===== config.mk =====
export PLATFORM = sky130hd
export DESIGN_NAME = core_muldiv
export DESIGN_NICKNAME = d
export VERILOG_FILES = /design/src/rtl/core_muldiv.sv
export SDC_FILE = /design/constraint.sdc
export NUM_CORES = 1
export LEC_CHECK = 0
export ABC_AREA = 0
export CAP_MARGIN = 5
export CORE_UTILIZATION = 45
export CTS_CLUSTER_SIZE = 14
export DETAILED_ROUTE_END_ITERATION = 12
export DONT_BUFFER_PORTS = 1
export HOLD_SLACK_MARGIN = 0.15
export PLACE_DENSITY = 0.61
export SYNTH_ARGS = -nofsm -noshare
export SYNTH_HDL_FRONTEND = slang
export SYNTH_SLANG_ARGS = --single-unit
export TNS_END_PERCENT = 50

===== constraint.sdc =====
create_clock -name clk -period 7.85 [get_ports clk]
set_clock_uncertainty 0.2 [all_clocks]
set_input_delay 0 -clock clk [delete_from_list [all_inputs] [get_ports clk]]
set_output_delay 0 -clock clk [all_outputs]
set_load 0.005 [all_outputs]

===== src/rtl/core_muldiv.sv =====
`default_nettype none
// ============================================================================
// Module   : core_muldiv
// Brief    : Iterative RV32M multiply/divide unit. Shift-add multiply and
//            restoring divide, one bit per cycle, fixed 33-cycle latency
//            from accept to o_done.
// Revision : 1.0 - initial release
// ============================================================================
module core_muldiv (
    input  logic        clk,
    input  logic        rst_n,
    input  logic        i_start,
    input  logic        i_flush,
    input  logic [6:0]  i_opcode,
    input  logic [6:0]  i_funct7,
    input  logic [2:0]  i_funct3,
    input  logic [31:0] i_num1u,
    input  logic [31:0] i_num2u,
    output logic        o_busy,
    output logic        o_done,
    output logic [31:0] o_res
);

    localparam logic [1:0] S_IDLE = 2'd0;
    localparam logic [1:0] S_MUL  = 2'd1;
    localparam logic [1:0] S_DIV  = 2'd2;
    localparam logic [1:0] S_DONE = 2'd3;

    localparam logic [6:0] C_OPCODE_OP = 7'b0110011;
    localparam logic [6:0] C_FUNCT7_M  = 7'b0000001;
    localparam logic [4:0] C_LAST_ITER = 5'd31;

    logic [1:0]  r_state;
    logic [1:0]  w_state_next;
    logic [4:0]  r_cnt;
    logic [2:0]  r_funct3;
    logic [31:0] r_num1;      // raw rs1, returned untouched for REM by zero
    logic        r_neg1;
    logic        r_neg2;
    logic        r_div_by_zero;
    logic        r_ovf;
    logic [31:0] r_hi;        // product high half / partial remainder
    logic [31:0] r_lo;        // product low half (multiplier) / quotient (dividend)
    logic [31:0] r_mcand;     // multiplicand / divisor magnitude
    logic        r_done;
    logic [31:0] r_res;

    logic        w_accept;
    logic        w_a_signed;
    logic        w_b_signed;
    logic        w_neg1;
    logic        w_neg2;
    logic [31:0] w_mag1;
    logic [31:0] w_mag2;
    logic [32:0] w_mul_sum;
    logic [32:0] w_div_shift;
    logic        w_div_ge;
    logic [31:0] w_div_diff;
    logic [63:0] w_prod_s;
    logic [31:0] w_quot_s;
    logic [31:0] w_rem_s;
    logic [31:0] w_result;

    assign w_accept = (r_state == S_IDLE) && i_start &&
                      (i_opcode == C_OPCODE_OP) && (i_funct7 == C_FUNCT7_M);

    // rs1 is signed for MUL/MULH/MULHSU/DIV/REM; rs2 only for MUL/MULH/DIV/REM
    assign w_a_signed = (i_funct3 == 3'b000) || (i_funct3 == 3'b001) ||
                        (i_funct3 == 3'b010) || (i_funct3 == 3'b100) ||
                        (i_funct3 == 3'b110);
    assign w_b_signed = (i_funct3 == 3'b000) || (i_funct3 == 3'b001) ||
                        (i_funct3 == 3'b100) || (i_funct3 == 3'b110);
    assign w_neg1 = w_a_signed & i_num1u[31];
    assign w_neg2 = w_b_signed & i_num2u[31];
    assign w_mag1 = w_neg1 ? (32'd0 - i_num1u) : i_num1u;
    assign w_mag2 = w_neg2 ? (32'd0 - i_num2u) : i_num2u;

    // One shift-add step: add multiplicand if the current multiplier bit is set
    assign w_mul_sum = {1'b0, r_hi} + (r_lo[0] ? {1'b0, r_mcand} : 33'd0);

    // One restoring-divide step on the 33-bit shifted partial remainder
    assign w_div_shift = {r_hi, r_lo[31]};
    assign w_div_ge    = (w_div_shift >= {1'b0, r_mcand});
    assign w_div_diff  = w_div_shift[31:0] - r_mcand;

    // State register
    always_ff @(posedge clk or negedge rst_n) begin
        if (!rst_n) begin
            r_state <= S_IDLE;
        end else begin
            r_state <= w_state_next;
        end
    end

    // Next-state logic: flush aborts any non-idle state
    always_comb begin
        w_state_next = r_state;
        case (r_state)
            S_IDLE: begin
                if (w_accept) begin
                    w_state_next = i_funct3[2] ? S_DIV : S_MUL;
                end
            end
            S_MUL, S_DIV: begin
                if (i_flush) begin
                    w_state_next = S_IDLE;
                end else if (r_cnt == C_LAST_ITER) begin
                    w_state_next = S_DONE;
                end
            end
            S_DONE: begin
                w_state_next = S_IDLE;
            end
            default: begin
                w_state_next = S_IDLE;
            end
        endcase
    end

    // Busy output: anything but IDLE holds the pipeline
    always_comb begin
        o_busy = (r_state != S_IDLE);
    end

    // Sign correction and special cases applied to the finished iteration
    always_comb begin
        w_prod_s = (r_neg1 ^ r_neg2) ? (64'd0 - {r_hi, r_lo}) : {r_hi, r_lo};
        w_quot_s = (r_neg1 ^ r_neg2) ? (32'd0 - r_lo) : r_lo;
        w_rem_s  = r_neg1 ? (32'd0 - r_hi) : r_hi;
        w_result = 32'd0;
        case (r_funct3)
            3'b000:                 w_result = w_prod_s[31:0];
            3'b001, 3'b010, 3'b011: w_result = w_prod_s[63:32];
            3'b100, 3'b101: begin
                if (r_div_by_zero)  w_result = 32'hFFFF_FFFF;
                else if (r_ovf)     w_result = 32'h8000_0000;
                else                w_result = w_quot_s;
            end
            default: begin
                if (r_div_by_zero)  w_result = r_num1;
                else if (r_ovf)     w_result = 32'd0;
                else                w_result = w_rem_s;
            end
        endcase
    end

    // Datapath: operand capture, iteration, and result register
    always_ff @(posedge clk or negedge rst_n) begin
        if (!rst_n) begin
            r_cnt         <= 5'd0;
            r_funct3      <= 3'd0;
            r_num1        <= 32'd0;
            r_neg1        <= 1'b0;
            r_neg2        <= 1'b0;
            r_div_by_zero <= 1'b0;
            r_ovf         <= 1'b0;
            r_hi          <= 32'd0;
            r_lo          <= 32'd0;
            r_mcand       <= 32'd0;
            r_done        <= 1'b0;
            r_res         <= 32'd0;
        end else begin
            r_done <= 1'b0;
            case (r_state)
                S_IDLE: begin
                    if (w_accept) begin
                        r_cnt         <= 5'd0;
                        r_funct3      <= i_funct3;
                        r_num1        <= i_num1u;
                        r_neg1        <= w_neg1;
                        r_neg2        <= w_neg2;
                        r_div_by_zero <= (i_num2u == 32'd0);
                        r_ovf         <= ((i_funct3 == 3'b100) || (i_funct3 == 3'b110)) &&
                                         (i_num1u == 32'h8000_0000) &&
                                         (i_num2u == 32'hFFFF_FFFF);
                        r_hi          <= 32'd0;
                        r_lo          <= w_mag1;
                        r_mcand       <= w_mag2;
                    end
                end
                S_MUL: begin
                    r_hi  <= w_mul_sum[32:1];
                    r_lo  <= {w_mul_sum[0], r_lo[31:1]};
                    r_cnt <= r_cnt + 5'd1;
                end
                S_DIV: begin
                    r_hi  <= w_div_ge ? w_div_diff : w_div_shift[31:0];
                    r_lo  <= {r_lo[30:0], w_div_ge};
                    r_cnt <= r_cnt + 5'd1;
                end
                S_DONE: begin
                    if (!i_flush) begin
                        r_done <= 1'b1;
                        r_res  <= w_result;
                    end
                end
                default: begin
                    r_done <= 1'b0;
                end
            endcase
        end
    end

    assign o_done = r_done;
    assign o_res  = r_res;

endmodule
`default_nettype wire


After elaboration in Yosys (flattened, before gate mapping)
Cells that the tools add are included.
- register bits after elaboration: 175
- bits in latches: 0
- bits in writable memories: 0
- ROM bits: 0
- output and inout port bits: 34
- word-level logic and storage cells: 97
- memories kept: 0
- $add $sub $neg: 8
- multiply operators: 0
- divide/modulo/power cells: 0
- $lt $le $gt $ge: 1
- eq/ne operators: 19
- shift-type cells: 0
- multiplexer cells: 25
- bitwise gates (word level): 4
- reduce and logical (&&, ||, !) cells: 27
- operator list (operator ; number):
    two-way mux 32 bit ; 12
    case mux 32 bit (3 select lines) ; 3
    subtractor 1 x 32 -> 32 bit, first input constant ; 4
    == test 32 bit, second input constant ; 2
    two-way mux 64 bit ; 1
    subtractor 1 x 64 -> 64 bit, first input constant ; 1
    adder 32 x 32 -> 33 bit ; 1
    greater-or-equal comparator 33 x 32 -> 1 bit ; 1
    zero test 32 bit ; 1
    subtractor 32 bit ; 1
    == test 3 bit, second input constant ; 4
    case mux 5 bit (2 select lines) ; 1
    AND reduction 2 bit ; 5
    == test 3 x 2 -> 1 bit, second input constant ; 3
    two-way mux 2 bit ; 4
    == test 7 x 1 -> 1 bit, second input constant ; 1
    == test 7 x 6 -> 1 bit, second input constant ; 1
    logical OR 1 bit ; 7
    == test 3 x 1 -> 1 bit, second input constant ; 2
    zero test 3 bit ; 2
    case mux 2 bit (3 select lines) ; 1
    adder 5 x 1 -> 5 bit, second input constant ; 1
    == test 5 bit, second input constant ; 1
    logical AND 1 bit ; 5
    other kinds (14) ; 19

Longest topological paths before layout
Gate-level depths: netlist of the first run.
- depth in word-level cells: 9
- depth in mapped cells: 15
- depth with buffers taken out: 14

Least setup slack after synthesis of the first run
OpenSTA, ideal clock, no wires.
- kind: reg2reg
- start: register r_hi[0]
- end: register r_hi[21]
- arrival time: 3327 ps
- slack: 4185 ps
- cell stages (with the launch flop): 13
- cells stage by stage: dfrtp_1 > ha_1 > nor2b_1 > o31a_1 > o21ai_0 > a21oi_1 > a41o_1 > a311oi_1 > nand2b_1 > clkbuf_1 > inv_1 > a222oi_1 > o21ai_0
- cells in the longest elaborated chain, start to end: 3
- elaborated cells between the ends (all ways): 5
- ends and longest elaborated chain (what ; RTL line ; source):
    from (decl) ; 42 ; logic [31:0] r_hi;
    from (signal assigned) ; 182 ; r_hi <= w_mul_sum[32:1];
    from (signal assigned) ; 187 ; r_hi <= w_div_ge ? w_div_diff : w_div_shift[31:0];
    subtractor 32 bit or greater-or-equal comparator 33 x 32 -> 1 bit (tied branches) ; 84, 83 ;
    two-way mux 32 bit ; 187 ;
    case mux 32 bit (3 select lines) (*) ; 164 ; case (r_state)
Every way passes the cells marked *; elsewhere a longest branch is shown, timed or not.
A chain may end at the register's enable or synchronous reset.

Worst setup path in the final report of the first run
- start: register r_lo[0]
- end: register r_hi[25]
- cells in the longest elaborated chain, start to end: 3
- ends and longest elaborated chain (what ; RTL line ; source):
    from (decl) ; 43 ; logic [31:0] r_lo;
    from (signal assigned) ; 177 ; r_lo <= w_mag1;
    from (signal assigned) ; 183 ; r_lo <= {w_mul_sum[0], r_lo[31:1]};
    from (signal assigned) ; 188 ; r_lo <= {r_lo[30:0], w_div_ge};
    two-way mux 32 bit ; 79 ; assign w_mul_sum = {1'b0, r_hi} + (r_lo[0] ? {1'b0, r_mcand} : 33'd0);
    adder 32 x 32 -> 33 bit ; 79 ;
    case mux 32 bit (3 select lines) ; 164 ;
Every way passes these cells.

==> results of run 1 <==
-- Yosys cell counts (19+ instances only) --
cell	n
o21ai_0	206
clkbuf_1	121
inv_1	63
a21o_1	19
nor2_1	158
nand3_1	24
a211oi_1	39
a221oi_1	52
mux2_2	33
xor2_1	79
xnor2_1	117
o31ai_1	31
or3_1	25
a21oi_1	130
a22oi_1	39
nor3_1	37
dfrtp_1	175
ha_1	77
nand2_1	229
-- cell families (layout without fill, tap and decap cells) --
group,count (synthesis),count (layout),share of synthesized area
AOI/OAI and AO/OA,634,634,0.270
xor gates and xnor gates,196,196,0.113
adders and majority gates,79,79,0.0661
buffers and inverters,194,242,0.0492
DFF,175,175,0.288
muxes,41,41,0.0298
and+or+nand+nor,601,601,0.184
-- layout make-up --
type	count	area [um2]
Tap cell	442	553
Multi-Input combinational cell	1551	10100
Inverter	64	240
Clock buffer	17	425
Fill cell	3211	15500
Timing Repair Buffer	146	1430
Clock inverter	15	195
Sequential cell	175	4380
-- metrics by stage --
step                      power [mW]  cell area [um2]  setup slack, ns  utilization  std cells
after floorplan                 3.15            15200             4.19            -       1920
after global placement          3.80            15400             3.34        0.469       2252
after detailed placement        3.84            15400             3.17        0.469       2252
after CTS                       4.89            17300             3.09        0.527       2410
after global routing            5.26            17300             2.66        0.527       2410
final                           4.91            17300             3.04        0.527       2410
-- metal layers --
metal / up-vias / track usage
li1: 7052 / -
met1: 7348 / 0.433
met2: 636 / 0.495
met3: 82 / 0.0536
met4: 0 / 0.0964
met5: - / 0
-- repair_timing --
| action | CTS | global route |
|---|---|---|
| hold buffers | 126 | 0 |
| setup endpoints to repair | 0 | 0 |
| endpoints found under the hold margin | 293 | 0 |
-- registers in the layout, summed over array words and instances, names as in the netlist, 2 cells and up --
signal / flops
r_num1: 32
r_funct3: 3
r_state: 2
r_cnt: 5
r_lo: 32
r_mcand: 32
r_hi: 32
o_res: 32
-- worst max-delay path: cells and delay by family (launching register included) --
kind / cells / cell delay [ns]
compound gates: 9 / 2.60
buf+inv: 1 / 0.86
flops: 1 / 0.50
fa+ha+maj: 1 / 0.38
simple gates: 2 / 0.14
-- worst max path at each step --
stage,from,slack (ns),depth (start not counted),endpoint
after floorplan,r_hi[0],4.19,12,r_hi[21]
after global placement,r_lo[0],3.34,13,r_hi[25]
after detailed placement,r_lo[0],3.17,13,r_hi[25]
after CTS,r_state[0],3.09,14,r_hi[31]
after global routing,r_lo[0],2.66,13,r_hi[25]
final,r_lo[0],3.04,13,r_hi[25]
-- power by group through the flow --
stage,clock (mW),combinational (mW),sequential [mW]
6_report,0.945,2.49,1.48
5_1_grt,0.991,2.77,1.50
4_1_cts,0.959,2.46,1.47
3_5_place_dp,0,2.35,1.48
3_3_place_gp,0,2.33,1.48
2_1_floorplan,0,1.86,1.30
==> flow_summary.json, run 1 <==
{
  "cp-end-kind": "flip-flop",
  "slew_headroom": 0.221,
  "portBuffers": 0,
  "grt_overflow": 0,
  "grt_usage": 0.313,
  "tightest_slew_ns": 1.17,
  "mostFrequentLayoutCell": "nand2_1",
  "min_path_type": "in2reg",
  "io_pins": 119,
  "antenna_found_initial": 0,
  "reg2reg_depth": 13,
  "clkLatencyLatePin_ns": 0.47,
  "postCtsResizedCells": 0,
  "p_per_area_nw_per_um2": 284,
  "status": "completed",
  "synth_warnings": 0,
  "peakVddDrop_mv": 0.591,
  "finalCriticalPeriod_ns": 4.81,
  "place.gp.congestion": 0.952,
  "r2r-end": "r_hi[25]",
  "crit_chain": "inv_1, nor2_1, ha_1, a21oi_1, o21ai_0, a221o_1, a211oi_1, a21oi_1, a211oi_1, o21ai_0, a21oi_1, o221a_2, nand2_1",
  "syn-num-nets": 2084,
  "htree_levels": 4,
  "clk_path_buf_depth": 2,
  "insertedDiodeCount": 0,
  "grt_pass1_vias": 14392,
  "dp.final_hpwl_um": 36900,
  "r2r_slack_ns": 3.04,
  "nets": 2119,
  "final_cell_mix": "nand2_1, o21ai_0, dfrtp_1, nor2_1, a21oi_1",
  "drtIter0Drc": 1352,
  "p_sw_frac": 0.479,
  "wl_met3_um": 3830,
  "start_util": 0.462,
  "seq_power_share": 0.301,
  "setup_viol": 0,
  "wl_um": 53200,
  "yosysTopAreaCell": "dfrtp_1",
  "path_max_fanout": 32,
  "synth-seq-cells": 175,
  "antenna_left": 0,
  "max_stage_delay_ns": 0.86,
  "layout-drive-gt1-share": 0.0605,
  "topRoutingLayerUsed": "met4",
  "drt-wirelength-per-cell_um": 22.1,
  "avgViaCountPerCell": 6.27,
  "r2r_start": "r_lo[0]",
  "area_growth_pct": 14.1,
  "max_freq_mhz": 208,
  "async_reset_ff_frac": 1.00,
  "syn_area_per_cell_um2": 7.91,
  "cts_setup_buffers": 0,
  "rows": 66,
  "firstDrtPassIters": 5,
  "drc": 0,
  "clockPowerShare": 0.192,
  "die_w_um": 186,
  "p_leak_nw": 7.50,
  "critical-path-slowest-cell": "inv_1",
  "hold_ws_ns": 0.164,
  "root_buffer": "clkbuf_16",
  "fin_tns_setup_ns": 0,
  "start_kind": "flip-flop",
  "cts.clk_slew.worst_paths_ns": 0.07,
  "synth-edff-count": 0,
  "die_h_um": 186,
  "post-route-period-util": 0.613,
  "hold_depth": 2,
  "grt_pass1_wl_um": 82800,
  "cts_tree": "built",
  "holdPathEnd": "r_num1[15]",
  "grt_max_degree": 165,
  "rsz0062_at_grt": "false",
  "required_ns": 7.99,
  "hold_start": "i_num1u[15]",
  "p_comb_frac": 0.507,
  "p_switching_mw": 2.35,
  "crit_top_cell": "a21oi_1",
  "num_vias": 15118,
  "crit_type": "reg2reg",
  "cap_viol_max_count": 0,
  "synth.area.top_cells": "dfrtp_1, o21ai_0, xnor2_1",
  "netlist_instances": 1920,
  "cts_buffers": 17,
  "post_synth_instance_area_um2": 15200,
  "route.met2.wl_um": 24300,
  "synth.distinct_cells": 76,
  "die_area_um2": 34500,
  "wl_met1_um": 23900,
  "hold_viol_final": 0,
  "synth_top_area_frac": 0.288,
  "arrival_ns": 4.96,
  "slew_violations": 0,
  "numClockSinks": 175,
  "yosysSeqAreaShare": 0.288,
  "p_int_mw": 2.56,
  "synth_flop_cell": "dfrtp_1",
  "core_um2": 32900
}
Power figures use the tool's default switching activity.
==> run 2: changes to the inputs <==
- clock period: 7.85 -> 4.7 ns (I/O delays scaled with it)
==> run 2 against run 1 <==
First-iteration DRC count increased by 7.6%. Via count decreased by 0.15%. Combinational power increased by 73%. Fmax increased by 10%. Final cell count increased by 1.0%. Sequential power increased by 61%. Power increased by 68%. Register-to-register slack got worse by 2.7 ns.
==> flow_summary.json, run 2 (same netlist as run 1, synthesis figures left out) <==
{
  "status": "completed",
  "setup_viol": 0,
  "busiest_layer": "met2",
  "postCtsResizedCells": 0,
  "min_path_type": "in2reg",
  "finalCriticalPeriod_ns": 4.37,
  "final_area_um2": 17500,
  "clk_path_buf_depth": 2,
  "cts_buffers": 17,
  "crit_top_cell": "a211oi_1",
  "dp.final_hpwl_um": 37900,
  "max_freq_mhz": 229,
  "tightest_slew_ns": 1.10,
  "portBuffers": 0,
  "root_buffer": "clkbuf_16",
  "cap_viol_max_count": 0,
  "grt_pass1_wl_um": 82100,
  "nets": 2146,
  "die_w_um": 186,
  "p_leak_nw": 7.65,
  "htree_levels": 4,
  "slew_headroom": 0.264,
  "antenna_left": 0,
  "wl_um": 52800,
  "cp-end-kind": "flip-flop",
  "place.gp.congestion": 0.952,
  "hold_start": "i_num1u[22]",
  "dpl_cell_area_um2": 15600,
  "final_cell_mix": "nand2_1, o21ai_0, dfrtp_1, nor2_1, a21oi_1",
  "r2r_slack_ns": 0.33,
  "grt_pass1_vias": 14463,
  "critical-path-slowest-cell": "a211oi_1",
  "num_vias": 15096,
  "core_um2": 32900,
  "r2r-end": "r_hi[29]",
  "antenna_found_initial": 0,
  "die_area_um2": 34500,
  "crit_type": "reg2reg",
  "grt_usage": 0.311,
  "gr-usage-met2": 0.474,
  "avgViaCountPerCell": 6.20,
  "crit_start": "r_lo[0]",
  "firstDrtPassIters": 6,
  "insertedDiodeCount": 0,
  "required_ns": 4.86,
  "cts.clk_slew.worst_paths_ns": 0.07,
  "mostFrequentLayoutCell": "nand2_1",
  "fin_util": 0.533,
  "reg2reg_depth": 13,
  "fin_tns_setup_ns": 0,
  "rows": 66,
  "hold_viol_final": 0,
  "holdPathEnd": "r_num1[22]",
  "post-route-period-util": 0.930,
  "crit_chain": "inv_1, buf_4, nor2_1, ha_1, and2_1, a221o_1, a211oi_1, a21oi_1, a211oi_1, nor3_1, a211oi_1, a31oi_1, o31ai_1",
  "drt-wirelength-per-cell_um": 21.7,
  "arrival_ns": 4.54,
  "slew_violations": 0,
  "rsz0062_at_grt": "false",
  "numClockSinks": 175,
  "drc": 0,
  "drtIter0Drc": 1455,
  "r2r_start": "r_lo[0]",
  "grt_overflow": 0,
  "hold_depth": 2,
  "start_kind": "flip-flop",
  "peakVddDrop_mv": 0.862,
  "grt.met1_usage": 0.436,
  "grt_max_degree": 164,
  "area_growth_pct": 15.5,
  "grtUsageMet3": 0.0546,
  "path_max_fanout": 19,
  "start_util": 0.462,
  "cts_tree": "built",
  "p_per_area_nw_per_um2": 470,
  "clkLatencyLatePin_ns": 0.46,
  "layout-drive-gt1-share": 0.0712,
  "io_pins": 119,
  "max_stage_delay_ns": 0.64,
  "die_h_um": 186
}
run 2: power breakdown:
group          total (mW)  switching, mW  internal [mW]
registers            2.38          0.510           1.87
logic                4.32           2.68           1.64
clock network        1.54          0.653          0.891
total                8.24           3.84           4.40
run 2: metal layers:
metal,vias to the layer above,part of all wire
met5,-,0
met2,644,0.44
li1,7110,-
met1,7248,0.45
met4,0,0.029
met3,94,0.079
run 2: metrics by stage:
stage	worst slack [ns]	power, mW	std cells	hold slack, ns
floorplan	1.04	5.26	1920	-0.496
global placement	0.597	6.40	2278	-0.483
detailed placement	0.492	6.46	2278	-0.478
CTS	0.461	8.19	2435	0.155
global route	0.109	8.85	2435	0.188
finish	0.329	8.24	2435	0.167
run 2: worst max-delay path: cells and delay by family, from the launching register on:
kind,cells,cell delay [ns]
AO/OA/AOI/OAI,7,2.07
buffers and inverters,2,0.78
flip-flops,1,0.46
AND/OR/NAND/NOR,3,0.40
adder cells (fa/ha/maj),1,0.36
run 2: layout make-up:
| cell class | count | area [um2] |
|---|---|---|
| well taps | 442 | 553 |
| multi-input cells | 1551 | 10100 |
| clock inverters | 8 | 128 |
| fillers | 3148 | 15300 |
| clock buffers | 22 | 484 |
| repair buffers | 173 | 1650 |
| inverters | 64 | 240 |
| flip-flops and latches | 175 | 4380 |
run 2: how the worst max path moves through the flow:
stage / cells past startpoint / slack [ns] / to
after floorplan: 12 / 1.04 / r_hi[21]
after CTS: 13 / 0.46 / r_hi[29]
after detailed placement: 13 / 0.49 / r_hi[29]
after global placement: 13 / 0.60 / r_hi[29]
after global routing: 13 / 0.11 / r_hi[29]
final: 13 / 0.33 / r_hi[29]
run 2: repair_timing:
action / CTS / global route
setup buffers: 0 / 0
endpoints found under the hold margin: 294 / 0
hold buffers: 127 / 0
